<file path="config.mk">
export PLATFORM = sky130hd
export DESIGN_NAME = rtc_read_sequencer
export DESIGN_NICKNAME = d
export VERILOG_FILES = /design/src/rtl/rtc_read_sequencer_pkg.sv /design/src/rtl/rtc_addr_rom.sv /design/src/rtl/rtc_read_sequencer.sv
export SDC_FILE = /design/constraint.sdc
export NUM_CORES = 1
export LEC_CHECK = 0
export BUFFER_PORTS_ARGS = -buffer_cell sky130_fd_sc_hd__buf_2
export CAP_MARGIN = 20
export CORE_UTILIZATION = 45
export DETAILED_ROUTE_END_ITERATION = 8
export PLACE_DENSITY = 0.69
export SKIP_CTS_REPAIR_TIMING = 1
export SYNTH_ARGS = -nofsm -noshare
export SYNTH_HDL_FRONTEND = slang
export SYNTH_SLANG_ARGS = --single-unit
</file>
<file path="constraint.sdc">
create_clock -name clk -period 2.38 [get_ports clk]
set_input_delay 0.119 -clock clk [delete_from_list [all_inputs] [get_ports clk]]
set_output_delay 0.119 -clock clk [all_outputs]
set_load 0.02 [all_outputs]
</file>
<file path="src/rtl/rtc_read_sequencer_pkg.sv">
// Shared constants for the RTC read sequencer: RTC register addresses,
// register-bank indices and sequencer state encoding.
package rtc_read_sequencer_pkg;

    localparam int NUM_REGS = 9;

    localparam logic [7:0] ADDR_SEG    = 8'h21;
    localparam logic [7:0] ADDR_MIN    = 8'h22;
    localparam logic [7:0] ADDR_HORA   = 8'h23;
    localparam logic [7:0] ADDR_DAY    = 8'h24;
    localparam logic [7:0] ADDR_MONTH  = 8'h25;
    localparam logic [7:0] ADDR_YEAR   = 8'h26;
    localparam logic [7:0] ADDR_SEG_T  = 8'h41;
    localparam logic [7:0] ADDR_MIN_T  = 8'h42;
    localparam logic [7:0] ADDR_HORA_T = 8'h43;

    localparam logic [3:0] IDX_SEG    = 4'd0;
    localparam logic [3:0] IDX_MIN    = 4'd1;
    localparam logic [3:0] IDX_HORA   = 4'd2;
    localparam logic [3:0] IDX_DAY    = 4'd3;
    localparam logic [3:0] IDX_MONTH  = 4'd4;
    localparam logic [3:0] IDX_YEAR   = 4'd5;
    localparam logic [3:0] IDX_SEG_T  = 4'd6;
    localparam logic [3:0] IDX_MIN_T  = 4'd7;
    localparam logic [3:0] IDX_HORA_T = 4'd8;

    typedef enum logic [2:0] {
        IDLE,
        ADDR,
        GAP1,
        READ,
        GAP2,
        STORE,
        DONE
    } state_t;

endpackage

</file>
<file path="src/rtl/rtc_addr_rom.sv">
// Register-bank index to RTC register address lookup.
module rtc_addr_rom
    import rtc_read_sequencer_pkg::*;
(
    input  logic [3:0] idx,
    output logic [7:0] addr
);

    always_comb begin
        addr = 8'h00;
        unique case (idx)
            IDX_SEG:    addr = ADDR_SEG;
            IDX_MIN:    addr = ADDR_MIN;
            IDX_HORA:   addr = ADDR_HORA;
            IDX_DAY:    addr = ADDR_DAY;
            IDX_MONTH:  addr = ADDR_MONTH;
            IDX_YEAR:   addr = ADDR_YEAR;
            IDX_SEG_T:  addr = ADDR_SEG_T;
            IDX_MIN_T:  addr = ADDR_MIN_T;
            IDX_HORA_T: addr = ADDR_HORA_T;
            default:    addr = 8'h00;
        endcase
    end

endmodule

</file>
<file path="src/rtl/rtc_read_sequencer.sv">
// Burst reader for the nine RTC time/date/timer registers; each captured
// byte is written to the register bank through a one-cycle En port.
module rtc_read_sequencer
    import rtc_read_sequencer_pkg::*;
#(
    parameter int T_PHASE = 10
) (
    input  logic       clk,
    input  logic       reset,
    input  logic       start,
    input  logic [7:0] ad_in,
    output logic [7:0] ad_out,
    output logic       ad_oe,
    output logic       ad_sel,
    output logic       cs_n,
    output logic       rd_n,
    output logic       wr_n,
    output logic       En,
    output logic [3:0] sel_reg,
    output logic [7:0] data_save,
    output logic       busy,
    output logic       done
);

    localparam logic [7:0] LAST = 8'(T_PHASE - 1);

    state_t     state_q, state_d;
    logic [7:0] cnt_q, cnt_d;
    logic [3:0] idx_q, idx_d;
    logic [7:0] cap_q, cap_d;
    logic [7:0] rom_addr;
    logic       phase_end;

    logic [7:0] ad_out_d, data_d;
    logic [3:0] sel_d;
    logic       ad_oe_d, ad_sel_d, cs_n_d, rd_n_d, wr_n_d;
    logic       en_d, busy_d, done_d;

    rtc_addr_rom u_rom (
        .idx  (idx_d),
        .addr (rom_addr)
    );

    assign phase_end = (cnt_q == LAST);

    always_comb begin
        state_d = state_q;
        idx_d   = idx_q;
        cap_d   = cap_q;
        unique case (state_q)
            IDLE: if (start) begin
                state_d = ADDR;
                idx_d   = 4'd0;
            end
            ADDR: if (phase_end) state_d = GAP1;
            GAP1: if (phase_end) state_d = READ;
            READ: if (phase_end) begin
                state_d = GAP2;
                cap_d   = ad_in;
            end
            GAP2: if (phase_end) state_d = STORE;
            STORE: begin
                if (idx_q == IDX_HORA_T) begin
                    state_d = DONE;
                end else begin
                    idx_d   = idx_q + 4'd1;
                    state_d = ADDR;
                end
            end
            DONE:    state_d = IDLE;
            default: state_d = IDLE;
        endcase
        cnt_d = (state_d != state_q) ? 8'd0 : cnt_q + 8'd1;
    end

    // Outputs are decoded from the next state so the registered
    // outputs line up with the state they belong to.
    always_comb begin
        ad_out_d = ad_out;
        ad_oe_d  = 1'b0;
        ad_sel_d = 1'b0;
        cs_n_d   = 1'b1;
        rd_n_d   = 1'b1;
        wr_n_d   = 1'b1;
        en_d     = 1'b0;
        sel_d    = sel_reg;
        data_d   = data_save;
        busy_d   = 1'b0;
        done_d   = 1'b0;
        unique case (state_d)
            ADDR: begin
                ad_out_d = rom_addr;
                ad_oe_d  = 1'b1;
                cs_n_d   = 1'b0;
                wr_n_d   = 1'b0;
                busy_d   = 1'b1;
            end
            GAP1: begin
                ad_oe_d = (cnt_d == 8'd0);
                busy_d  = 1'b1;
            end
            READ: begin
                ad_sel_d = 1'b1;
                cs_n_d   = 1'b0;
                rd_n_d   = 1'b0;
                busy_d   = 1'b1;
            end
            GAP2: busy_d = 1'b1;
            STORE: begin
                en_d   = 1'b1;
                sel_d  = idx_q;
                data_d = cap_d;
                busy_d = 1'b1;
            end
            DONE:    done_d = 1'b1;
            default: ;
        endcase
    end

    always_ff @(posedge clk) begin
        if (reset) begin
            state_q   <= IDLE;
            cnt_q     <= 8'd0;
            idx_q     <= 4'd0;
            cap_q     <= 8'h00;
            ad_out    <= 8'h00;
            ad_oe     <= 1'b0;
            ad_sel    <= 1'b0;
            cs_n      <= 1'b1;
            rd_n      <= 1'b1;
            wr_n      <= 1'b1;
            En        <= 1'b0;
            sel_reg   <= 4'd0;
            data_save <= 8'h00;
            busy      <= 1'b0;
            done      <= 1'b0;
        end else begin
            state_q   <= state_d;
            cnt_q     <= cnt_d;
            idx_q     <= idx_d;
            cap_q     <= cap_d;
            ad_out    <= ad_out_d;
            ad_oe     <= ad_oe_d;
            ad_sel    <= ad_sel_d;
            cs_n      <= cs_n_d;
            rd_n      <= rd_n_d;
            wr_n      <= wr_n_d;
            En        <= en_d;
            sel_reg   <= sel_d;
            data_save <= data_d;
            busy      <= busy_d;
            done      <= done_d;
        end
    end

endmodule
</file>
==> run metrics, run 1 <==
FP Rows 25; worst vdd ir approximately 0.4 mV; clk slew on worst S/H paths 0.09 ns; clock sinks 48; antenna violations before repair 0; Reg power frac 0.538; DRT Pass-1 Iters 4; post-synth cell types 52; Final GP Congestion 0.8097; Rel. slew slack 0.5774; root buffer cell clkbuf_8; CTS tree yes; CP Capture Type flop; final WL 4382 µm; final setup fails 0; DR DRC count 0; H-Tree Level Count 2; Switch Pwr 0.3543 mW; Reg2Reg Depth 10; Sw Ratio 0.2321; DRT iter0 DRCs 70; WHS Endpoint cap_q[7]$_SDFF_PP0_; main flop type after synthesis dfxtp_1; Logic pwr share 0.069; leakage roughly 1.0 nW; R2R setup slack 0.13 ns; Synth top area share 0.4379; Synth async-reset ratio 0; EDFF count, synth 0; ant diodes 0; Max Freq 444.5 MHz; Worst Path Required 2.55 ns; maxcap violations 0; hold depth 3; latest clock arrival within the worst-skew pair approximately 0.30 ns; total I/O pin count 39; vias per inst ~5.4; CTS Buf Count 5; RSZ-0062 raised after global routing false; Slew Viols, Final 0; Die ar. 5160 µm²; Synth area leaders dfxtp_1 (44%), nor2_1 (8.4%), mux2i_1 (5.5%); worst r2r src idx_q[0]$_SDFF_PP0_; Area Growth Syn to Fin 16.48%; Synth area leader dfxtp_1; Core ar. roughly 4700 µm²; Avg WL per Cell 13.16 µm; clock skew between 0.006 and 0.007 ns; Sequential Area just under 1000 µm²; NumNets Final 295; critical path class reg2reg; Clock Tree Buf Depth 2; Post-Synthesis Cells 243; cell-internal power 1.172 mW; Critical Path Start Type flop; Routed Antenna Nets 0; minimum clock period about 2.2 ns; largest net degree at the start of global routing 40; hold slack 0.07291 ns; Filler cells 449; Cell Pwr Density 597.2 nW/µm²; GRT Overall Usage 0.1797; Seq/Total Area, Yosys 0.4379; GR Overflow Total 0; final hold vios 0; Syn Area/Cell 9.031 µm²; top flop regs cap_q (8), cnt_q (8), data_save (8); number of global-route vias before repair 1615; outcome finished, final reports clean; fin crit share 0.9453; Synth Register Bits 48; Syn. warnings 0; initial core utilization 0.4677; layout cells sized above 1 0.2330; Worst Tran Pin Value 0.6340 ns; PortBufs 35; die height 71.84 µm; Worst R2R End ad_out[1]$_SDFFE_PP0N_; area of the multi-input gates 1131 µm²; clock share of power 0.392; first-pass GRT wire length 7300 µm; DR vias between 1500 and 2000; HPWL after DPL 3072 µm; post-layout util 0.5448; DIE WIDTH 71.84 µm; crit path max fanout 6; mapped cell area 2195 µm²; setup TNS 0 ns; Worst EP arrival 2.42 ns; hold_sp ad_in[7]; Hold Path Class in2reg
## per-stage QoR
stage                     instance area, µm²  cells  power, mW  setup WS (ns)
after floorplan                         2202    245     0.9184         0.1482
after global placement                  2425    324     0.9475         0.1662
after CTS                               2541    332      1.549        0.03443
after detailed placement                2425    324     0.9482        0.05977
final                                   2556    333      1.527         0.1301
after global routing                    2556    333      1.594       0.004179
## worst max path at each step
stage | from | endpoint | slack [ns] | cells after the start
2_1_floorplan | state_q[2]$_SDFF_PP0_ | ad_out[1]$_SDFFE_PP0N_ | 0.15 | 9
3_3_place_gp | idx_q[0]$_SDFF_PP0_ | ad_out[1]$_SDFFE_PP0N_ | 0.17 | 10
3_5_place_dp | idx_q[0]$_SDFF_PP0_ | ad_out[1]$_SDFFE_PP0N_ | 0.06 | 10
4_1_cts | idx_q[0]$_SDFF_PP0_ | ad_out[1]$_SDFFE_PP0N_ | 0.03 | 10
5_1_grt | cnt_q[4]$_SDFF_PP0_ | data_save[1]$_SDFFE_PP0P_ | 0.004 | 6
6_report | idx_q[0]$_SDFF_PP0_ | ad_out[1]$_SDFFE_PP0N_ | 0.13 | 10
## area by class of cell
type | count | share of cell area
clock buffer | 5 | 0.02692
clock inverter | 3 | 0.01860
inverter | 7 | 0.01028
multi-input combinational | 171 | 0.4425
sequential | 48 | 0.3774
tap | 54 | 0.02643
timing repair buffer | 45 | 0.09790
## critical path: stages, from the launching register on
cell and delay, ns:
dfxtp_4 0.38, inv_1 0.04, ha_1 0.21, and3b_2 0.26, or3_1 0.38, and2_4 0.17, inv_1 0.06, ha_1 0.21
and3_1 0.13, o21ai_0 0.17, a211oi_1 0.10
## layer usage
metal,wire (µm),global-route usage,up-vias,part of all wire
met5,0,0,-,0
met4,73,0.06536,0,0.017
met3,143,0.04782,7,0.033
met2,2085,0.2935,38,0.48
met1,2080,0.2281,838,0.47
li1,-,-,915,-
## kinds of logic (layout without fill, tap and decap cells)
| kind of cell | Yosys count | in the layout | share of synthesized area |
|---|---|---|---|
| mux | 12 | 12 | 0.05473 |
| simple gates | 100 | 100 | 0.2383 |
| flops | 48 | 48 | 0.4379 |
| compound gates | 42 | 42 | 0.1465 |
| xor+xnor | 8 | 8 | 0.03192 |
| buf+inv | 26 | 60 | 0.05473 |
| fa+ha+maj | 6 | 6 | 0.03421 |
| other cells | 1 | 3 | 0.001709 |
## power by group through the flow
stage,Sequential (mW),Combinational [mW],Clock [mW]
6_report,0.822,0.106,0.599
5_1_grt,0.824,0.116,0.654
3_5_place_dp,0.842,0.106,0
2_1_floorplan,0.855,0.0630,0
3_3_place_gp,0.842,0.106,0
4_1_cts,0.823,0.107,0.619
## synth_stat cells, types with 3 or more instances
cell / instances
nor2_1: 49
dfxtp_1: 48
a211oi_1: 13
clkbuf_1: 12
mux2i_1: 12
nand3_1: 9
nand2_1: 8
inv_1: 7
ha_1: 6
o21ai_0: 6
nand2b_1: 5
nand3b_1: 4
xnor2_1: 4
xor2_1: 4
a21oi_1: 3
buf_2: 3
buf_4: 3
nor2b_1: 3
o211ai_1: 3
## cell usage in the layout (no fill, tap or decap), types with 2 or more instances in the layout
master	netlist	routed
nor2_1	49	49
dfxtp_1	48	47
buf_2	3	35
a211oi_1	13	13
mux2i_1	12	12
buf_4	3	10
nand3_1	9	9
nand2_1	8	8
inv_1	7	7
ha_1	6	6
o21ai_0	6	5
nand2b_1	5	5
clkbuf_8	0	5
nand3b_1	4	4
xor2_1	4	4
xnor2_1	4	4
o211ai_1	3	3
a21oi_1	3	3
nor2b_1	3	3
conb_1	1	3
or3b_2	2	2
o22ai_1	2	2
nand4b_1	2	2
nor3_1	2	2
nor4_2	1	2
and3_1	2	2
o31ai_1	2	2
and4_1	2	2
clkinv_4	0	2
(Power assumes the default switching activity.)
==> inputs of run 2 (changes only) <==
==> constraint.sdc (replaced) <==
create_clock -name clk -period 2.02 [get_ports clk]
set_input_delay 0.101 -clock clk [delete_from_list [all_inputs] [get_ports clk]]
set_output_delay 0.101 -clock clk [all_outputs]
set_load 0.02 [all_outputs]
==> run metrics, run 2 (synthesized netlist as in run 1, its figures left out) <==
outcome finished with violations; failing checks setup timing; Max Freq 479.3 MHz (+7.8%); Area Growth Syn to Fin 29.93%; WP buf/inv 0 (-2); vias per inst 5.387 (-0.22%); final hold vios 0 (unchanged); ant diodes 0 (unchanged); final WL 4767 µm (+8.8%); NumNets Final 313 (+6.1%); FP Rows 25 (unchanged); total I/O pin count 39 (unchanged); top flop regs cap_q (8), cnt_q (8), data_save (8); Slew Viols, Final 0 (unchanged); PortBufs 35 (unchanged); cell-internal power 1.399 mW (+19%); worst vdd ir 0.7586 mV (+92%); clock share of power 0.401 (+0.009); Rel. slew slack 0.5507 (-0.02670); Final GP Congestion 0.8518 (+5.2%); clock skew 0.008622 ns (+0.001778 ns); clock sinks 48 (unchanged); CP Capture Type flop; Core ar. 4692 µm² (unchanged); HPWL after DPL 3336 µm (+8.6%); Worst Path Required 2.21 ns (-0.34 ns); Logic pwr share 0.074 (+0.005); R2R setup slack -0.07 ns (-0.20 ns); Sw Ratio 0.2414 (+0.009346); Placed Instance Area 2585 µm² (+6.6%); fin crit share 1.033 (+0.08746); DRT iter0 DRCs 90 (+29%); root buffer cell clkbuf_8; setup TNS -0.1488 ns (-0.1488 ns); Avg WL per Cell 13.58 µm (+3.2%); DR DRC count 0 (unchanged); Die ar. 5160 µm² (unchanged); initial core utilization 0.4677 (unchanged); maxcap violations 0 (unchanged); post-route design area 2851 µm² (+12%); latest clock arrival within the worst-skew pair 0.31 ns (about the same); Critical-path top delay cell or4_4; GR Overflow Total 0 (unchanged); CTS tree yes; crit-path max cell delay 0.61 ns (+0.23 ns); number of global-route vias before repair 1742 (+7.9%); GRT Overall Usage 0.1951 (+0.01544); minimum clock period 2.086 ns (-0.1637 ns); RSZ-0062 raised after global routing true; critical path class reg2reg; most frequent cells in the layout nor2_1 (47), dfxtp_1 (42), buf_2 (35), buf_4 (25), a211oi_1 (12); largest net degree at the start of global routing 40 (unchanged); DRT Pass-1 Iters 4 (unchanged); DR vias 1891 (+5.2%); most common cell after layout, fill and taps aside nor2_1; first-pass GRT wire length 7907 µm (+8.3%); Critical Path, Cell by Cell or4_4, nor4b_4, a311oi_4, or3b_4, nand2b_1; Cell Pwr Density 646.8 nW/µm² (+8.3%); leakage 1.160 nW (+12%); CTS Buf Count 5 (unchanged); DIE WIDTH 71.84 µm (unchanged); Switch Pwr 0.4452 mW (+26%); Critical Path Start Type flop; Clock Tree Buf Depth 2 (unchanged); Worst Tran Pin Value 0.6740 ns (+0.04005 ns); Inst Count DP 341 (+5.2%); Setup WS post-layout -0.06626 ns (-0.1963 ns); crit path max fanout 7 (+1); H-Tree Level Count 2 (unchanged); clk slew on worst S/H paths 0.10 ns (about the same); Hold Path Class in2reg; Worst EP arrival 2.27 ns (-0.15 ns); Routed Antenna Nets 0 (unchanged); final setup fails 3 (+3); final std cells w/o fill 351 (+5.4%); die height 71.84 µm (unchanged); layout cells sized above 1 0.3737 (+0.1408); critical path's top delay family simple AND/OR/NAND/NOR gates; antenna violations before repair 0 (unchanged); dpl ws -0.03095 ns (-0.09072 ns); Reg power frac 0.525 (-0.013)
## run 2: cell types whose count changed in the layout (fill, tap and decap cells not counted), sizes merged
cell,before,now
buf,45,63
clkinv,2,0
inv,7,9
## run 2: worst reg2reg max path: cells and delay by family (launching register included)
kind               cells  cell delay (ns)
AOI/OAI and AO/OA      1             0.10
and+or+nand+nor        4             1.53
DFF                    1             0.33
## run 2: final timing paths
kind | endpoint | startpoint | cells past startpoint
worst max-delay path | rd_n$_SDFF_PP1_ | cnt_q[4]$_SDFF_PP0_ | 5
worst min-delay path | cap_q[3]$_SDFF_PP0_ | ad_in[3] | 3
worst min register to register | cap_q[0]$_SDFF_PP0_ | cap_q[0]$_SDFF_PP0_ | 2
worst max register to register | rd_n$_SDFF_PP1_ | cnt_q[4]$_SDFF_PP0_ | 5
## run 2: power groups by stage
stage                     Combinational (mW)  Clock (mW)  Sequential (mW)
after floorplan                       0.0768           0             1.01
after global placement                 0.131           0            0.991
after detailed placement               0.134           0            0.991
after CTS                              0.134       0.754            0.969
after global routing                   0.151       0.793            0.971
final                                  0.137       0.739            0.969
## run 2: cell type report
type	count	area, µm²
Fill cell	398	1841
Multi-Input combinational cell	171	1265
Sequential cell	48	968.4
Timing Repair Buffer	63	405.4
Clock buffer	5	68.82
Tap cell	54	67.56
Clock inverter	3	50.05
Inverter	7	26.28
## run 2: per-layer routing
layer,vias up,global-route usage,share of wire
met3,8,0.05485,0.046
li1,958,-,-
met4,0,0.06536,0.016
met2,45,0.3134,0.47
met1,880,0.2529,0.47
met5,-,0,0
## run 2: per-stage QoR
| stage | util | hold WS, ns | total power [mW] |
|---|---|---|---|
| 2_1_floorplan | - | 0.2361 | 1.085 |
| 3_3_place_gp | 0.5509 | 0.3607 | 1.122 |
| 3_5_place_dp | 0.5509 | 0.3687 | 1.125 |
| 4_1_cts | 0.5763 | 0.04318 | 1.857 |
| 5_1_grt | 0.6077 | 0.04378 | 1.915 |
| 6_report | 0.6077 | 0.04682 | 1.844 |
